===== src/rtl/tx_scheduler.sv =====
// Arbitrates one UART transmitter between two byte-stream packet sources (A, B).
// Grants whole packets round-robin, paces bytes on txBusy and aborts on a busy timeout.
module tx_scheduler #(
  parameter int unsigned GAP_CYCLES   = 2,
  parameter int unsigned BUSY_TIMEOUT = 16
) (
  input  logic       clkBaud,
  input  logic       rstn,
  input  logic       reqA,
  input  logic [7:0] dataA,
  input  logic       lastA,
  output logic       ackA,
  input  logic       reqB,
  input  logic [7:0] dataB,
  input  logic       lastB,
  output logic       ackB,
  input  logic       txBusy,
  output logic [7:0] datotx,
  output logic       init,
  output logic [1:0] grant,
  output logic       txTimeout
);

  localparam int unsigned TmoW = (BUSY_TIMEOUT > 1) ? $clog2(BUSY_TIMEOUT) : 1;
  localparam int unsigned GapW = (GAP_CYCLES > 1) ? $clog2(GAP_CYCLES) : 1;
  localparam logic [TmoW-1:0] TmoLast = TmoW'(BUSY_TIMEOUT - 1);
  localparam logic [GapW-1:0] GapLast = GapW'(GAP_CYCLES - 1);

  typedef enum logic [2:0] {
    StIdle,
    StLoad,
    StStart,
    StWaitBusy,
    StWaitDone,
    StGap
  } state_e;

  state_e          state_q, state_d;
  logic [7:0]      datotx_q, datotx_d;
  logic            init_q, init_d;
  logic            ack_a_q, ack_a_d;
  logic            ack_b_q, ack_b_d;
  logic [1:0]      grant_q, grant_d;
  logic            tx_timeout_q, tx_timeout_d;
  logic            last_owner_q, last_owner_d;  // 1 = B owned the previous packet
  logic            last_flag_q, last_flag_d;
  logic [TmoW-1:0] tmo_cnt_q, tmo_cnt_d;
  logic [GapW-1:0] gap_cnt_q, gap_cnt_d;

  logic            owner_req;
  logic [7:0]      owner_data;
  logic            owner_last;
  logic            post_gap;

  assign owner_req  = grant_q[1] ? reqB  : reqA;
  assign owner_data = grant_q[1] ? dataB : dataA;
  assign owner_last = grant_q[1] ? lastB : lastA;

  always_comb begin
    state_d      = state_q;
    datotx_d     = datotx_q;
    init_d       = 1'b0;
    ack_a_d      = 1'b0;
    ack_b_d      = 1'b0;
    grant_d      = grant_q;
    tx_timeout_d = 1'b0;
    last_owner_d = last_owner_q;
    last_flag_d  = last_flag_q;
    tmo_cnt_d    = tmo_cnt_q;
    gap_cnt_d    = gap_cnt_q;
    post_gap     = 1'b0;

    unique case (state_q)
      StIdle: begin
        if (reqA || reqB) begin
          // On a tie the source that did not own the previous packet wins.
          if (reqA && (!reqB || last_owner_q)) begin
            grant_d = 2'b01;
          end else begin
            grant_d = 2'b10;
          end
          state_d = StLoad;
        end
      end
      StLoad: begin
        if (owner_req) begin
          datotx_d    = owner_data;
          ack_a_d     = grant_q[0];
          ack_b_d     = grant_q[1];
          last_flag_d = owner_last;
          state_d     = StStart;
        end else begin
          grant_d = 2'b00;
          state_d = StIdle;
        end
      end
      StStart: begin
        init_d    = 1'b1;
        tmo_cnt_d = '0;
        state_d   = StWaitBusy;
      end
      StWaitBusy: begin
        if (txBusy) begin
          state_d = StWaitDone;
        end else if (tmo_cnt_q == TmoLast) begin
          tx_timeout_d = 1'b1;
          grant_d      = 2'b00;
          last_owner_d = grant_q[1];
          state_d      = StIdle;
        end else begin
          tmo_cnt_d = tmo_cnt_q + 1'b1;
        end
      end
      StWaitDone: begin
        if (!txBusy) begin
          if (GAP_CYCLES == 0) begin
            post_gap = 1'b1;
          end else begin
            gap_cnt_d = '0;
            state_d   = StGap;
          end
        end
      end
      StGap: begin
        if (gap_cnt_q == GapLast) begin
          post_gap = 1'b1;
        end else begin
          gap_cnt_d = gap_cnt_q + 1'b1;
        end
      end
      default: state_d = StIdle;
    endcase

    if (post_gap) begin
      if (last_flag_q) begin
        grant_d      = 2'b00;
        last_owner_d = grant_q[1];
        state_d      = StIdle;
      end else begin
        state_d = StLoad;
      end
    end
  end

  always_ff @(posedge clkBaud) begin
    if (!rstn) begin
      state_q      <= StIdle;
      datotx_q     <= 8'h00;
      init_q       <= 1'b0;
      ack_a_q      <= 1'b0;
      ack_b_q      <= 1'b0;
      grant_q      <= 2'b00;
      tx_timeout_q <= 1'b0;
      last_owner_q <= 1'b1;
      last_flag_q  <= 1'b0;
      tmo_cnt_q    <= '0;
      gap_cnt_q    <= '0;
    end else begin
      state_q      <= state_d;
      datotx_q     <= datotx_d;
      init_q       <= init_d;
      ack_a_q      <= ack_a_d;
      ack_b_q      <= ack_b_d;
      grant_q      <= grant_d;
      tx_timeout_q <= tx_timeout_d;
      last_owner_q <= last_owner_d;
      last_flag_q  <= last_flag_d;
      tmo_cnt_q    <= tmo_cnt_d;
      gap_cnt_q    <= gap_cnt_d;
    end
  end

  assign datotx    = datotx_q;
  assign init      = init_q;
  assign ackA      = ack_a_q;
  assign ackB      = ack_b_q;
  assign grant     = grant_q;
  assign txTimeout = tx_timeout_q;

endmodule


===== config.mk =====
export PLATFORM = sky130hd
export DESIGN_NAME = tx_scheduler
export DESIGN_NICKNAME = d
export VERILOG_FILES = /design/src/rtl/tx_scheduler.sv
export SDC_FILE = /design/constraint.sdc
export NUM_CORES = 1
export LEC_CHECK = 0
export ABC_AREA = 1
export CAP_MARGIN = 10
export CORE_UTILIZATION = 42
export CTS_CLUSTER_DIAMETER = 200
export CTS_CLUSTER_SIZE = 30
export DETAILED_ROUTE_END_ITERATION = 16
export PLACE_DENSITY = 0.84
export SLEW_MARGIN = 10
export SYNTH_ARGS = -nofsm -noshare
export SYNTH_HDL_FRONTEND = slang
export SYNTH_SLANG_ARGS = --single-unit

===== constraint.sdc =====
create_clock -name clkBaud -period 1.1 [get_ports clkBaud]
set_input_delay 0.22 -clock clkBaud [delete_from_list [all_inputs] [get_ports clkBaud]]
set_output_delay 0.22 -clock clkBaud [all_outputs]
set_load 0.005 [all_outputs]

==> out/metrics.yaml, run 1 <==
status:
  outcome: "complete, but fails checks"
  failed_checks: "negative setup slack"
final_layout:
  final_area_sq_um: 2150
  drive_gt1_share_pct: 47.8
  synthToLayoutAreaGrowth_pct: 71.5
  fillerInstances: 179
  final_common_cell: "nand2_1"
  final_cell_mix: "nand2_1 (47), buf_4 (28), clkdlybuf4s50_1 (22), nand3_2 (13), dfxtp_2 (13)"
  diodes: 0
  utilization_pct: 77.3
  layout.nets: 272
detailed_routing:
  drc: 0
  viasPerCell: 5.50
  ant_nets: 0
  wirelength_um: 4460
  wire_per_inst_um: 16.1
  vias: 1528
  drtPass1Iterations: 4
  dr.first_iter.drc_count: 61
pwr:
  power_density_nw_per_um2: 1690
  leakage_uw: 0.00102
  vdd_ir_drop_max_uv: 1580
setup_path:
  critPathLaunchType: "register"
  reg2reg_slack_ns: -0.17
  cp-end-kind: "register"
  path_cells: "inv_4 -> nand2_4 -> nor2_4 -> nand2_8 -> clkinv_8 -> nand3_2 -> o211a_1"
  reg2regPathDepth: 7
  crit_buf_inv: 2
  slowest_stage: "dfxtp_4"
  crit_fanout: 8
  worstReg2RegEnd: "datotx[7]"
  worst_ep_required_time_ns: 1.33
  critPathTopFamily: "simple AND/OR/NAND/NOR gates"
  critPathArrivalTime_ns: 1.51
  r2r_start: "state_q[2]"
  path_class: "reg2reg"
  slowest_delay_ns: 0.42
sta:
  worst_pin_slew_ns: 0.314
  fmax_ghz: 0.786
  skew_ns: 0.00372
  setup_viol: 24
  period_needed_ns: 1.27
  setup_ws_ns: -0.173
  fin_crit_sh_pct: 116
  fin_setup_tns_ns: -2.65
  rsz0062_at_grt: "yes"
  hold_viol_final: 0
  slew_violations: 0
  relSlewSlack_pct: 79.0
place:
  hpwlAfterDp_um: 2400
  post_dp_cell_area_sq_um: 1860
  place.port_buffers: 36
  gp_congestion: 0.853
  dp_slack_ns: -0.355
die:
  die_w_um: 56.6
  dieArea_sq_um: 3210
  placementRows: 19
  chipHeight_um: 56.6
  start_util_pct: 45.1
  ios: 37
  core_sq_um: 2780
synth:
  yosysSeqAreaShare_pct: 38.3
  ys_ff_latch: 24
  synth_fp_nets: 200
  syn-cell-area_sq_um: 1250
  ys_types: 29
  syn_area_per_cell_sq_um: 7.12
  synth_edf_count: 0
  synthCells: 176
  ys_warn_count: 0
  ys_async_sr_fraction_pct: 0
  synth_flop_cell: "dfxtp_1"
global_routing:
  grt_max_degree: 15
  grt_use_total_pct: 23.6
  antenna_found_initial: 0
  overflow: 0
  grt_pass1_wl_um: 5900
  grt_pass1_vias: 1340
cts:
  clk_latency_ns: 0.32
  clk_pin_slew_ns: 0.14
  clockBufferDepth: 2
  cts-hold-fix-buffers: 0
  cts_root_buf: "clkbuf_4"
  clkSinkCount: 24
  cts_buffers: 3
  cts_tree: "yes"
  h-tree-depth: 1
job:
  max-cap-violations: 0
min_path:
  hold_path.class: "reg2reg"
  whs_path_depth: 1
  holdPathEnd: "datotx[2]"
  min-delay-start: "datotx[2]"
-- worst register-to-register path: stages, from the launching register on --
cell,delay [ns]
dfxtp_4,0.42
inv_4,0.10
nand2_4,0.06
nor2_4,0.19
nand2_8,0.12
clkinv_8,0.10
nand3_2,0.08
o211a_1,0.12
-- stage by stage --
| step | total power, uW | cells | hold WS (ns) |
|---|---|---|---|
| global route | 3840 | 278 | 0.529 |
| floorplan | 2060 | 176 | 0.358 |
| finish | 3630 | 278 | 0.510 |
| global placement | 2580 | 262 | 0.463 |
| CTS | 3230 | 270 | 0.485 |
| detailed placement | 2610 | 262 | 0.469 |
-- layout make-up --
class                   count  area (sq um)  share of cell area [%]
repair inverters            1          16.3                   0.757
repair buffers             72           591                    27.5
clock buffers               4          36.3                    1.69
inverters                  16          75.1                    3.49
well taps                  31          38.8                    1.80
multi-input cells         130           885                    41.2
flip-flops and latches     24           508                    23.6
-- Yosys cell counts (2+ instances only) --
master / n / share of area (%)
nand4_1: 3 / 1.5
nand2_2: 4 / 2.0
a21oi_1: 10 / 4.0
nor2_1: 12 / 3.6
nand3_2: 2 / 1.6
nor3_1: 4 / 1.6
o21bai_1: 2 / 1.2
nand3_1: 16 / 6.4
o211a_1: 8 / 6.4
dfxtp_1: 24 / 38
clkbuf_1: 3 / 0.90
inv_1: 13 / 3.9
nand2_1: 55 / 16
o21ai_0: 5 / 2.0
-- repair_timing --
item                                    4_1_cts  5_1_grt
buffers inserted                              3        8
endpoints found under the setup margin       37       33
gates cloned                                  1        0
resized for setup                            77       38
hold endpoints to repair                      0        0
pin swaps                                     9        7
-- report_power, final --
group | leakage (uW) | switching (uW) | internal, uW
logic | 0.000797 | 1030 | 891
clock network | 0.0000210 | 285 | 203
registers | 0.000203 | 148 | 1070
total | 0.00102 | 1460 | 2170
-- metal layers --
metal | vias up | GRT usage [%] | part of all wire (%)
li1 | 723 | - | -
met5 | - | 0 | 0
met2 | 77 | 41.2 | 52
met4 | 0 | 3.83 | 2.6
met3 | 14 | 5.30 | 7.2
met1 | 714 | 30.0 | 38
-- worst max-delay path by stage --
stage            startpoint           end  slack (ns)  depth (start not counted)
3_3_place_gp           reqA    state_q[2]       -0.31                          7
3_5_place_dp           reqB     datotx[0]       -0.36                          7
2_1_floorplan    state_q[2]     datotx[5]       -0.07                          9
6_report         state_q[2]     datotx[7]       -0.17                          7
4_1_cts          state_q[1]  tmo_cnt_q[3]        -0.1                          8
5_1_grt        tmo_cnt_q[0]    state_q[2]       -0.24                          7
-- flip-flops by register name, indices dropped and copies added, names as in the netlist --
name and flops:
ackA 1, ackB 1, datotx 8, gap_cnt_q 1
grant 2, init 1, last_flag_q 1, last_owner_q 1
state_q 3, tmo_cnt_q 4, txTimeout 1
-- logic make-up after synthesis --
group / share of synthesized area (%)
buffers and inverters: 8.58
AND/OR/NAND/NOR: 36.6
adder cells (fa/ha/maj): 0.998
XOR/XNOR: 0.699
flip-flops: 38.3
AO/OA/AOI/OAI: 14.8
Power figures use the tool's default switching activity.
==> run 2: changes to the inputs <==
Settings changed: CORE_UTILIZATION 42 to 46, PLACE_DENSITY 0.84 to 0.87.
Clock period 1.1 ns to 1.3 ns, I/O delays scaled along.
==> run 2 against run 1 <==
  * The run now ends clean
  * Clock skew is 0.0068 ns higher
  * Clock power is 12% higher
  * Final cell count is 4.3% lower
  * Sequential power is 16% lower
  * Global-route usage hardly changed
  * First-iteration DRC count is 46% lower
==> out/metrics.yaml, run 2 (synthesis results as in run 1) <==
place:
  gp_congestion: 0.874
  place.port_buffers: 36
  post_dp_cell_area_sq_um: 1780
  dp_slack_ns: -0.187
  hpwlAfterDp_um: 2270
die:
  start_util_pct: 49.7
  chipHeight_um: 54.2
  core_sq_um: 2520
  dieArea_sq_um: 2940
  ios: 37
  die_w_um: 54.2
  placementRows: 18
final_layout:
  layout.nets: 261
  final_common_cell: "nand2_1"
  largest_register_ffs: 8
  diodes: 0
  final_cell_mix: "nand2_1 (53), buf_4 (25), clkdlybuf4s50_1 (22), nand3_1 (15), dlygate4sd2_1 (14)"
  final_area_sq_um: 1910
  synthToLayoutAreaGrowth_pct: 52.6
  utilization_pct: 75.8
  drive_gt1_share_pct: 27.1
cts:
  cts_buffers: 3
  h-tree-depth: 1
  clk_pin_slew_ns: 0.14
  clkSinkCount: 24
  cts-hold-fix-buffers: 0
  clockBufferDepth: 2
  cts_root_buf: "clkbuf_4"
  cts_tree: "yes"
  clk_latency_ns: 0.33
global_routing:
  grt_pass1_vias: 1173
  grt_use_total_pct: 23.6
  grt_pass1_wl_um: 4950
  antenna_found_initial: 0
  grt_max_degree: 17
  overflow: 0
pwr:
  power_density_nw_per_um2: 1450
  finalPower_uw: 2770
  vdd_ir_drop_max_uv: 1190
  leakage_uw: 0.000965
setup_path:
  reg2reg_slack_ns: 0.03
  crit_fanout: 7
  worst_ep_required_time_ns: 1.57
  reg2regPathDepth: 8
  worstReg2RegEnd: "state_q[0]"
  r2r_start: "state_q[0]"
  critPathLaunchType: "register"
  path_class: "reg2reg"
  critPathArrivalTime_ns: 1.55
  cp-end-kind: "register"
status:
  outcome: "completed"
min_path:
  hold_path.class: "reg2reg"
  whs_path_depth: 2
  holdPathEnd: "gap_cnt_q"
  min-delay-start: "gap_cnt_q"
sta:
  period_needed_ns: 1.27
  worst_hold_slack_ns: 0.484
  skew_ns: 0.0105
  fin_crit_sh_pct: 97.8
  worst_pin_slew_ns: 0.242
  hold_viol_final: 0
  fmax_ghz: 0.786
  slew_violations: 0
  setup_viol: 0
  setup_ws_ns: 0.0284
  relSlewSlack_pct: 83.8
detailed_routing:
  vias: 1407
  wire_per_inst_um: 12.7
  wirelength_um: 3390
  drtPass1Iterations: 4
  drc: 0
  dr.first_iter.drc_count: 33
  viasPerCell: 5.29
  ant_nets: 0
job:
  max-cap-violations: 0
## run 2: report_power, final
group | switching [uW] | internal [uW] | leakage, uW
sequential | 127 | 906 | 0.000202
combinational | 622 | 569 | 0.000735
clock | 235 | 312 | 0.0000279
total | 984 | 1790 | 0.000965
## run 2: layer usage
layer	vias to the layer above	wire (um)	GRT usage, %
li1	700	-	-
met1	624	1450	28.8
met2	68	1620	38.4
met3	15	222	5.08
met4	0	99	12.4
met5	-	0	0
## run 2: stage by stage
| stage | TNS, ns | cells |
|---|---|---|
| 3_3_place_gp | -2.06 | 257 |
| 4_1_cts | 0 | 262 |
| 2_1_floorplan | 0 | 176 |
| 3_5_place_dp | -2.69 | 257 |
| 6_report | 0 | 266 |
| 5_1_grt | -0.165 | 266 |
## run 2: worst max-delay path: stages, from the launching register on
cell,delay [ns]
dfxtp_4,0.40
buf_4,0.16
nor2_2,0.17
nand3_1,0.12
nand2_1,0.12
nor2_2,0.06
nand2_1,0.06
nand2_1,0.06
nor2_1,0.08
## run 2: worst max-delay path by stage
stage	startpoint	end	slack, ns	depth (start not counted)
global route	state_q[0]	state_q[0]	-0.08	8
floorplan	state_q[0]	datotx[5]	0.09	8
finish	state_q[0]	state_q[0]	0.03	8
detailed placement	reqB	datotx[0]	-0.19	7
global placement	reqA	state_q[0]	-0.13	7
CTS	state_q[0]	tmo_cnt_q[3]	0.005	7
## run 2: final cells by class
cell class | count | area, sq um
clock buffer | 3 | 22.5
tap | 30 | 37.5
fill | 196 | 609
inverter | 16 | 65.1
timing repair buffer | 62 | 551
clock inverter | 1 | 30.0
sequential | 24 | 505
multi-input combinational | 130 | 702
## run 2: repair_timing
item | in CTS | in global routing
buffers inserted | 1 | 4
endpoints found under the setup margin | 23 | 21
hold endpoints to repair | 0 | 0
gates cloned | 0 | 0
resized for setup | 26 | 17
pin swaps | 0 | 4
==> run 3: changes to the inputs <==
Settings changed: CORE_MARGIN set to 2.
==> run 3 against run 2 <==
  * Total power shrank 3.3%
  * Via count down 2.5%
  * Clock skew fell by 0.0051 ns
  * Die area is 7.5% higher
  * Sequential power barely moved
  * Clock power up 3%
  * Non-clock buffer count decreased by 5
  * Sequential share of layout area up 0.25 points
  * Wire length shrank 4.0%
  * Register-to-register slack is essentially flat
  * Critical path depth decreased by 2
  * Sequential cell count unchanged
  * Critical path type unchanged
  * Critical endpoint is now tmo_cnt_q[0]
==> out/metrics.yaml, run 3 (synthesis results as in run 1) <==
status:
  outcome: "completed"
final_layout:
  final_common_cell: "nand2_1"
  utilization_pct: 75.0
  drive_gt1_share_pct: 24.7
  fillerInstances: 190
  layout.nets: 256
  final_cell_count_no_fill: 261
  final_cell_mix: "nand2_1 (54), clkdlybuf4s50_1 (22), buf_4 (20), nand3_1 (15), dlygate4sd2_1 (14)"
  diodes: 0
  largest_register_ffs: 8
  synthToLayoutAreaGrowth_pct: 50.8
sta:
  worst_pin_slew_ns: 0.235
  fin_crit_sh_pct: 97.6
  hold_viol_final: 0
  worst_hold_slack_ns: 0.483
  fin_setup_tns_ns: 0
  rsz0062_at_grt: "yes"
  slew_violations: 0
  fmax_ghz: 0.788
  relSlewSlack_pct: 84.2
  period_needed_ns: 1.27
  skew_ns: 0.00539
  setup_viol: 0
place:
  dp.cells: 255
  gp_congestion: 0.845
  place.port_buffers: 36
  hpwlAfterDp_um: 2400
cts:
  cts_root_buf: "clkbuf_4"
  clk_pin_slew_ns: 0.14
  clkSinkCount: 24
  h-tree-depth: 1
  cts_tree: "yes"
  clk_latency_ns: 0.33
  cts-hold-fix-buffers: 0
  cts_buffers: 3
  clockBufferDepth: 2
global_routing:
  antenna_found_initial: 0
  grt_pass1_wl_um: 5390
  grt_max_degree: 17
  grt_pass1_vias: 1272
  overflow: 0
  grt_use_total_pct: 21.0
die:
  dieArea_sq_um: 3160
  die_w_um: 56.2
  placementRows: 18
  chipHeight_um: 56.2
  ios: 37
  core_sq_um: 2520
  start_util_pct: 49.7
min_path:
  hold_path.class: "reg2reg"
pwr:
  vdd_ir_drop_max_uv: 1140
  power_density_nw_per_um2: 1420
  leakage_uw: 0.000946
detailed_routing:
  ant_nets: 0
  viasPerCell: 5.26
  dr.first_iter.drc_count: 38
  vias: 1372
  wire_per_inst_um: 12.5
  wirelength_um: 3250
  drtPass1Iterations: 5
  drc: 0
setup_path:
  path_class: "reg2reg"
  crit_fanout: 7
  critPathLaunchType: "register"
  worst_ep_required_time_ns: 1.54
  cp-end-kind: "register"
  critPathArrivalTime_ns: 1.51
job:
  max-cap-violations: 0
[run 3: cell count changes in the layout (fill, tap and decap cells not counted), sizes merged]
cell,delta
buf,-5
[run 3: cell type report]
type	instances	area [sq um]	share of cell area [%]
Multi-Input combinational cell	130	711	37.6
Inverter	16	72.6	3.84
Sequential cell	24	504	26.7
Tap cell	30	37.5	1.99
Timing Repair Buffer	57	513	27.1
Clock inverter	1	30.0	1.59
Clock buffer	3	22.5	1.19
[run 3: worst paths after layout]
check / cells past startpoint / to / startpoint / slack (ns)
max reg2reg: 6 / tmo_cnt_q[0] / state_q[2] / 0.03
min: 2 / gap_cnt_q / gap_cnt_q / 0.48
max: 6 / tmo_cnt_q[0] / state_q[2] / 0.03
min reg2reg: 2 / gap_cnt_q / gap_cnt_q / 0.48
[run 3: worst max-delay path: stages (launching register included)]
cell and delay, ns:
dfxtp_2 0.39, buf_4 0.16, nor2_4 0.18, nand2_2 0.09, nand2_2 0.09, nand2_1 0.09, o21a_1 0.19
[run 3: timing repair]
| action | CTS | global route |
|---|---|---|
| buffers inserted | 1 | 1 |
| pin swaps | 0 | 1 |
| resized for setup | 28 | 14 |
| setup endpoints to repair | 18 | 16 |
[run 3: where the power goes]
group | switching [uW] | leakage, uW | internal [uW]
sequential | 117 | 0.000203 | 901
clock | 252 | 0.0000279 | 312
combinational | 576 | 0.000715 | 522
total | 946 | 0.000946 | 1730
[run 3: stage by stage]
stage | total power, uW | instance area (sq um) | setup WS, ns
2_1_floorplan | 1650 | 1250 | 0.0873
3_3_place_gp | 2070 | 1760 | -0.131
3_5_place_dp | 2100 | 1760 | -0.161
4_1_cts | 2610 | 1830 | 0.0156
5_1_grt | 2850 | 1890 | -0.0625
6_report | 2680 | 1890 | 0.0308
[run 3: per-layer routing]
layer	track usage, %	share of wire, %	vias to the layer above
met1	27.0	44	609
li1	-	-	691
met5	0	0	-
met4	7.14	0.86	0
met3	3.72	7.3	6
met2	35.3	48	66
